<file path="config.mk">
export PLATFORM = sky130hd
export DESIGN_NAME = id_stage_pipe
export DESIGN_NICKNAME = d
export VERILOG_FILES = /design/src/rtl/riscv_pkg.sv /design/src/rtl/reg_file_bp.sv /design/src/rtl/id_stage_pipe.sv
export SDC_FILE = /design/constraint.sdc
export NUM_CORES = 2
export LEC_CHECK = 0
export CORE_AREA = 2 2 395 397
export CTS_CLUSTER_DIAMETER = 60
export DETAILED_ROUTE_END_ITERATION = 10
export DIE_AREA = 0 0 397 399
export SLEW_MARGIN = 40
export SYNTH_ARGS = -nofsm -noshare
export SYNTH_HDL_FRONTEND = slang
export SYNTH_SLANG_ARGS = --single-unit
</file>
<file path="constraint.sdc">
create_clock -name clk -period 6 [get_ports clk]
set_input_delay 0.6 -clock clk [delete_from_list [all_inputs] [get_ports clk]]
set_output_delay 0.6 -clock clk [all_outputs]
set_load 0.02 [all_outputs]
</file>
<file path="src/rtl/riscv_pkg.sv">
// Shared RV32I decode definitions: major opcodes, immediate formats, default datapath width.
package riscv_pkg;

    localparam int XLEN_DEF = 32;

    localparam logic [6:0] OP     = 7'b0110011;
    localparam logic [6:0] OP_IMM = 7'b0010011;
    localparam logic [6:0] LOAD   = 7'b0000011;
    localparam logic [6:0] STORE  = 7'b0100011;
    localparam logic [6:0] BRANCH = 7'b1100011;
    localparam logic [6:0] LUI    = 7'b0110111;
    localparam logic [6:0] AUIPC  = 7'b0010111;
    localparam logic [6:0] JAL    = 7'b1101111;
    localparam logic [6:0] JALR   = 7'b1100111;

    typedef enum logic [2:0] {
        IMM_I,
        IMM_S,
        IMM_B,
        IMM_U,
        IMM_J,
        IMM_NONE
    } imm_type_e;

endpackage

</file>
<file path="src/rtl/reg_file_bp.sv">
// Architectural register file with x0 hardwired to zero and same-cycle write-through on both read ports.
module reg_file_bp #(
    parameter int XLEN    = 32,
    parameter int REG_NUM = 32,
    localparam int RW     = $clog2(REG_NUM)
) (
    input  logic            clk,
    input  logic            rst,
    input  logic            we,
    input  logic [RW-1:0]   wr_addr,
    input  logic [XLEN-1:0] wr_data,
    input  logic [RW-1:0]   rd_addr1,
    input  logic [RW-1:0]   rd_addr2,
    output logic [XLEN-1:0] rd_data1,
    output logic [XLEN-1:0] rd_data2
);

    logic [XLEN-1:0] regs [REG_NUM];
    logic            wr_en;

    assign wr_en = we && (wr_addr != '0);

    always_ff @(posedge clk) begin
        if (rst) begin
            for (int i = 0; i < REG_NUM; i++) regs[i] <= '0;
        end else if (wr_en) begin
            regs[wr_addr] <= wr_data;
        end
    end

    // A write landing this cycle is forwarded so ID never sees a stale value.
    always_comb begin
        rd_data1 = regs[rd_addr1];
        rd_data2 = regs[rd_addr2];
        if (wr_en && (rd_addr1 == wr_addr)) rd_data1 = wr_data;
        if (wr_en && (rd_addr2 == wr_addr)) rd_data2 = wr_data;
        if (rd_addr1 == '0) rd_data1 = '0;
        if (rd_addr2 == '0) rd_data2 = '0;
    end

endmodule

</file>
<file path="src/rtl/id_stage_pipe.sv">
// RV32I decode stage owning the ID/EX pipeline register, load-use hazard detection and stall/flush control.
module id_stage_pipe
    import riscv_pkg::*;
#(
    parameter int XLEN    = XLEN_DEF,
    parameter int REG_NUM = 32,
    parameter int HAZ_EN  = 1,
    localparam int RW     = $clog2(REG_NUM)
) (
    input  logic            clk,
    input  logic            rst,
    input  logic            instr_valid_i,
    input  logic [31:0]     instr_id_i,
    input  logic [XLEN-1:0] pc_id_i,
    input  logic            flush_i,
    input  logic            ex_stall_i,
    output logic            stall_o,
    input  logic            RegWrite_id_i,
    input  logic [RW-1:0]   Wr_rd_id_i,
    input  logic [XLEN-1:0] Wr_reg_data_id_i,
    output logic            valid_ex_o,
    output logic [XLEN-1:0] pc_ex_o,
    output logic [6:0]      opcode_ex_o,
    output logic [2:0]      func3_ex_o,
    output logic            func7_ex_o,
    output logic [XLEN-1:0] imme_ex_o,
    output logic [XLEN-1:0] Rd_data1_ex_o,
    output logic [XLEN-1:0] Rd_data2_ex_o,
    output logic [RW-1:0]   Rs1_ex_o,
    output logic [RW-1:0]   Rs2_ex_o,
    output logic [RW-1:0]   Rd_ex_o,
    output logic            mem_read_ex_o,
    output logic            reg_write_ex_o
);

    logic [6:0]             opcode;
    logic [RW-1:0]          rd, rs1, rs2;
    logic [XLEN-1:0]        rs1_data, rs2_data;
    imm_type_e              imm_sel;
    logic signed [XLEN-1:0] imm;
    logic                   rs1_used, rs2_used;
    logic                   mem_read, reg_write;
    logic                   hazard;

    assign opcode = instr_id_i[6:0];
    assign rd     = instr_id_i[7 +: RW];
    assign rs1    = instr_id_i[15 +: RW];
    assign rs2    = instr_id_i[20 +: RW];

    reg_file_bp #(
        .XLEN    (XLEN),
        .REG_NUM (REG_NUM)
    ) u_reg_file (
        .clk      (clk),
        .rst      (rst),
        .we       (RegWrite_id_i),
        .wr_addr  (Wr_rd_id_i),
        .wr_data  (Wr_reg_data_id_i),
        .rd_addr1 (rs1),
        .rd_addr2 (rs2),
        .rd_data1 (rs1_data),
        .rd_data2 (rs2_data)
    );

    always_comb begin
        imm_sel = IMM_NONE;
        case (opcode)
            LOAD, OP_IMM, JALR: imm_sel = IMM_I;
            STORE:              imm_sel = IMM_S;
            BRANCH:             imm_sel = IMM_B;
            LUI, AUIPC:         imm_sel = IMM_U;
            JAL:                imm_sel = IMM_J;
            default:            imm_sel = IMM_NONE;
        endcase
    end

    always_comb begin
        imm = '0;
        case (imm_sel)
            IMM_I: imm = {{(XLEN-11){instr_id_i[31]}}, instr_id_i[30:20]};
            IMM_S: imm = {{(XLEN-11){instr_id_i[31]}}, instr_id_i[30:25], instr_id_i[11:7]};
            IMM_B: imm = {{(XLEN-12){instr_id_i[31]}}, instr_id_i[7], instr_id_i[30:25],
                          instr_id_i[11:8], 1'b0};
            IMM_U: imm = {{(XLEN-31){instr_id_i[31]}}, instr_id_i[30:12], 12'b0};
            IMM_J: imm = {{(XLEN-20){instr_id_i[31]}}, instr_id_i[19:12], instr_id_i[20],
                          instr_id_i[30:21], 1'b0};
            default: imm = '0;
        endcase
    end

    assign rs1_used  = !(opcode inside {LUI, AUIPC, JAL});
    assign rs2_used  = opcode inside {OP, STORE, BRANCH};
    assign mem_read  = (opcode == LOAD);
    assign reg_write = (rd != '0) && (opcode inside {OP, OP_IMM, LOAD, LUI, AUIPC, JAL, JALR});

    // Reset masks the hazard so a stall pending across reset cannot leak into stall_o.
    assign hazard = (HAZ_EN != 0) && !rst && valid_ex_o && mem_read_ex_o && (Rd_ex_o != '0)
                    && instr_valid_i
                    && ((rs1_used && (rs1 == Rd_ex_o)) || (rs2_used && (rs2 == Rd_ex_o)));

    assign stall_o = !flush_i && (ex_stall_i || hazard);

    // ---- ID/EX boundary ----
    always_ff @(posedge clk) begin
        if (rst || (!flush_i && !ex_stall_i && hazard)) begin
            valid_ex_o     <= 1'b0;
            pc_ex_o        <= '0;
            opcode_ex_o    <= '0;
            func3_ex_o     <= '0;
            func7_ex_o     <= 1'b0;
            imme_ex_o      <= '0;
            Rd_data1_ex_o  <= '0;
            Rd_data2_ex_o  <= '0;
            Rs1_ex_o       <= '0;
            Rs2_ex_o       <= '0;
            Rd_ex_o        <= '0;
            mem_read_ex_o  <= 1'b0;
            reg_write_ex_o <= 1'b0;
        end else if (flush_i) begin
            valid_ex_o     <= 1'b0;
            mem_read_ex_o  <= 1'b0;
            reg_write_ex_o <= 1'b0;
        end else if (!ex_stall_i) begin
            valid_ex_o     <= instr_valid_i;
            pc_ex_o        <= pc_id_i;
            opcode_ex_o    <= opcode;
            func3_ex_o     <= instr_id_i[14:12];
            func7_ex_o     <= instr_id_i[30];
            imme_ex_o      <= imm;
            Rd_data1_ex_o  <= rs1_data;
            Rd_data2_ex_o  <= rs2_data;
            Rs1_ex_o       <= rs1;
            Rs2_ex_o       <= rs2;
            Rd_ex_o        <= rd;
            mem_read_ex_o  <= instr_valid_i && mem_read;
            reg_write_ex_o <= instr_valid_i && reg_write;
        end
    end

endmodule
</file>
Yosys cells after proc, flatten, opt, wreduce, memory -nomap -nowiden
Memory sizes are Yosys's and may differ from the RTL's. Index checks and enable logic that the tools add are counted.

Mux-type cells: 14. Reduce and logical (&&, ||, !) cells: 37. Bitwise gates (word level): 2. Equal/unequal tests: 17.

Operators by type and width (count): $mux 32 (5); $pmux 32 s5 (1); $reduce_or 32->1 (1); $eq 7x6->1 const B (3); $eq 7x7->1 const B (3); $eq 5x5->1 (4); $logic_and 1x1->1 (16); $pmux 3 s5 (1); $reduce_bool 5->1 (3); $eq 7x5->1 const B (2); $logic_not 5->1 (2); $eq 7x2->1 const B (1); $reduce_bool 7->1 (1); $eq 3x2->1 const B (2); $mux 1 (6); $reduce_bool 3->1 (2); $mux 5 (1); $logic_not 1->1 (4); $reduce_or 2->1 (2); $eq 3x1->1 const B (1); $eq 3x3->1 const B (1); $logic_not 3->1 (1); $logic_or 1x1->1 (3); $reduce_or 3->1 (1); other kinds (2) (3).

RAM bits: 1024. Flip-flop bits (word level): 157. Memories: 1. Input bits: 107. Output and inout port bits: 158. Word-level logic and storage cells: 84.

Memory list: u_reg_file.regs (depth 32, bits a word 32, read ports 2, clocked after memory_dff 0, wr ports 32, line reg_file_bp.sv:18) `logic [XLEN-1:0] regs [REG_NUM];`.

Longest topological paths before layout
Depth after elaboration: 9. Depth in mapped cells: 10. Gate-level depth less buffers: 6.

Hierarchy
A second synthesis with hierarchy kept.

Cells, all modules: 4656. Area, all modules: 61652.9 um^2.

By module, submodules not included: reg_file_bp (cells each 3918, instances 1, seq. area each 30749.5 um^2, area an instance 55723.4 um^2); id_stage_pipe (cells each 738, instances 1, seq. area each 3143.0 um^2, area an instance 5929.4 um^2).

Worst setup path before layout
OpenSTA, ideal clock, no wires.

Kind: input to register. Start point: input Wr_rd_id_i[3]. End point: memory u_reg_file.regs[2][0], enable pin. Setup slack: 3395 ps. Required time: 5625 ps. Path buffers: 1. Library setup time: 375 ps. Stages: 5. Arrival: 2230 ps. Cell sequence: buf_2 > or3_1 > or3_1 > nor2_1 > or2_2.

RTL lines: from (decl) (line id_stage_pipe.sv:19) `input logic [RW-1:0] Wr_rd_id_i,`; to (decl) (line reg_file_bp.sv:18).

Final worst setup path
Start point: input instr_id_i[19]. End point: output stall_o.

Longest elaborated chain between the ends: 6.

RTL lines: from (decl) (line id_stage_pipe.sv:13) `input logic [31:0] instr_id_i,`; $eq 5x5->1 (line id_stage_pipe.sv:99) `&& ((rs1_used && (rs1 == Rd_ex_o)) || (rs2_used && (rs2 == Rd_ex_o)));`; $logic_and 1x1->1 (line id_stage_pipe.sv:99); $logic_or 1x1->1 (line id_stage_pipe.sv:99); $logic_and 1x1->1 (line id_stage_pipe.sv:99); $logic_or 1x1->1 (line id_stage_pipe.sv:101) `assign stall_o = !flush_i && (ex_stall_i || hazard);`; $logic_and 1x1->1 (line id_stage_pipe.sv:101); to (decl) (line id_stage_pipe.sv:17) `output logic stall_o,`.

Every way passes these cells.

==> out/metrics.cfg <==
[run_status]
status = complete, no violations

[logic_synthesis]
synth_mux_area_share_pct = 17.8
synth_compound_area_share_pct = 6.57
post_synth_inst_count = 4968
yosys.cell_types.count = 51
synthFlopType = edfxtp_1
syn_area_um2 = 61300
yosys_register_bits = 1181
synth_area_per_cell_um2 = 12.3
synth_top_family_by_area = multiplexers
yosys.area_share.adder_pct = 0
yosysSeqAreaShare_pct = 55.3
synthXorXnorAreaFrac_pct = 0.286
synthSimpleGateAreaFrac_pct = 16.5
synth-edff-count = 1024
async_reset_ff_share_pct = 0
yosysWarnings = 0

[placement]
io_buffer_count = 264
gp_congestion = 0.873
hpwl_mm = 134

[sta]
holdWs_ns = 0.260
drv_slew = 0
max_slew.worst_pin.slew_ns = 0.944
rsz0062_at_grt = no
fin_tns_setup_ns = 0
fin_crit_sh_pct = 62.9
fmax_ghz = 0.265
hold_violations = 0
max-slew-margin-rel_pct = 36.6
min_period_ns = 3.77
final-setup-viol-count = 0
skew_ns = 0.0273

[cts]
cts_tree = yes
path_clk_slew_ns = 0.06
cts_buffers = 140
root_buffer = clkbuf_16
postCtsSetupBuffers = 0
cts_htree_levels = 4
cts.repair.resized = 0
cts.sinks = 1181
cts.path.max_buffers = 3
cts_hold_buf = 0
clk_latency_ns = 0.78

[floorplanning]
die_width_um = 397
rows = 144
die_y_um = 399
initial_core_util_pct = 39.9
core_area_um2 = 154000
die_area_um2 = 158000
ios = 265

[global_routing]
grt_max_degree = 88
grt-ovfl-total = 0
grt_pass1_wl_mm = 312
grt_pass1_vias = 42671
grt_use_total_pct = 27.5
antenna_found_initial = 12

[routing]
num_vias = 43603
antenna_left = 0
viasPerCell = 6.04
drtIter0Drc = 5139
firstDrtPassIters = 6
routedWlPerCell_um = 30.5
drt_wl_total_mm = 220
drc = 0

[final_layout]
syn2layout_area_growth_pct = 15.2
layout-drive-gt1-share_pct = 14.5
nets = 5169
multiInputGateArea_um2 = 25700
num-fill-cells = 13694
seq_area_um2 = 33900

[power_and_ir_drop]
p_per_area_nw_per_um2 = 290
power.leakage_uw = 0.0252
ir_drop_v = 0.000308

[setup_path]
crit_required_ns = 5.40
crit_path_max_fanout = 9
end_kind = output pin
worst-endpoint-arrival_ns = 3.17
path_class = in -> out
worstSetupStartpointType = input port

[worst_hold_path]
hp-class = in -> reg

[run]
maxCapViolCount = 0

power breakdown:
| group | switching (uW) | internal, uW |
|---|---|---|
| clock network | 3540 | 4890 |
| logic | 1510 | 896 |
| registers | 267 | 9360 |
| total | 5320 | 15100 |
cell type report:
class,instances,area share (%)
flip-flops and latches,1181,47.9
multi-input cells,3313,36.4
repair buffers,422,5.68
clock buffers,184,5.46
well taps,2044,3.62
clock inverters,71,0.887
inverters,4,0.0212
diodes,2,0.00708
Yosys cell counts, types with 2 or more instances:
master	instances	area (um2)
edfxtp_1	1024	30700
and2_1	993	6210
mux2i_1	506	5060
nand2_1	390	1460
clkbuf_1	343	1290
a21oi_1	260	1300
mux4_2	259	5830
nand3_1	159	796
dfxtp_1	157	3140
a22oi_1	128	961
buf_2	120	601
o22ai_1	89	557
nor2_1	75	282
o21ai_0	68	340
a211oi_1	67	503
nand4_1	59	369
nor3_1	47	235
a31oi_1	39	244
or2_2	37	231
nor3b_1	21	158
buf_4	19	143
nor2b_1	11	68.8
xnor2_1	11	96.3
buf_1	10	37.5
buf_6	9	101
nand2b_1	9	56.3
xor2_1	9	78.8
nand4_2	8	100
a221oi_1	5	43.8
inv_1	4	15.0
or3_1	4	25.0
or4_1	4	30.0
a21o_1	3	22.5
and2_0	3	18.8
o21ai_2	2	17.5
layout by cell type, fill, tap and decap left out, types with 145 or more instances in the layout:
cell             count
and2_1             993
a21oi_1            258
mux4_2             259
edfxtp_1          1024
nand2_1            390
clkbuf_16          145
nand3_1            159
mux2i_1            506
clkdlybuf4s50_1    248
dfxtp_1            157
sequential cells by signal, indices dropped and copies added, names as in the netlist, 3 cells and up:
signal	count
Rd_data1_ex_o	32
Rd_data2_ex_o	32
Rd_ex_o	5
Rs1_ex_o	5
Rs2_ex_o	5
func3_ex_o	3
imme_ex_o	32
opcode_ex_o	7
pc_ex_o	32
u_reg_file.regs	1024
cells by family after synthesis:
logic type | Yosys count
AO/OA/AOI/OAI | 666
XOR/XNOR | 20
buffers and inverters | 505
flip-flops | 1181
multiplexers | 766
other | 1
AND/OR/NAND/NOR | 1829
critical path, cell delays in order:
cell and delay (ns):
clkdlybuf4s50_1 0.63, buf_4 0.27, xnor2_1 0.14, nand3_1 0.10, a211o_1 0.27, o21ai_1 0.18
a21oi_1 0.10, nor2_1 0.22, clkdlybuf4s50_1 0.66
worst paths after layout:
path         cells after the start               end  slack (ns)           start
min reg2reg                      2      imme_ex_o[6]        0.45    imme_ex_o[6]
max                              9           stall_o        2.23  instr_id_i[19]
min                              3       Rs1_ex_o[1]        0.26  instr_id_i[16]
max reg2reg                      6  Rd_data1_ex_o[6]        3.50      Rd_ex_o[0]
through the flow:
step                power (uW)  util (%)  cell area (um2)  std cells  setup WS [ns]
detailed placement       12200      43.0            66100       6961           2.07
global placement         12100      42.9            65900       6954           1.83
CTS                      20500      45.9            70600       7216           2.20
global route             21000      46.0            70700       7219           2.11
finish                   20500      46.0            70700       7221           2.23
floorplan                11100         -            61500       4999           3.40
routing by layer:
layer  global-route usage [%]  part of all wire, %  vias up  wire length, um
met5                    0.182                0.045        -              100
met3                     5.61                  9.7      473            21300
met4                     11.6                  4.5       12             9900
met2                     42.2                   45     2429            99000
met1                     37.8                   41    22157            89900
li1                         -                    -    18532                -
Power figures use the tool's default switching activity.
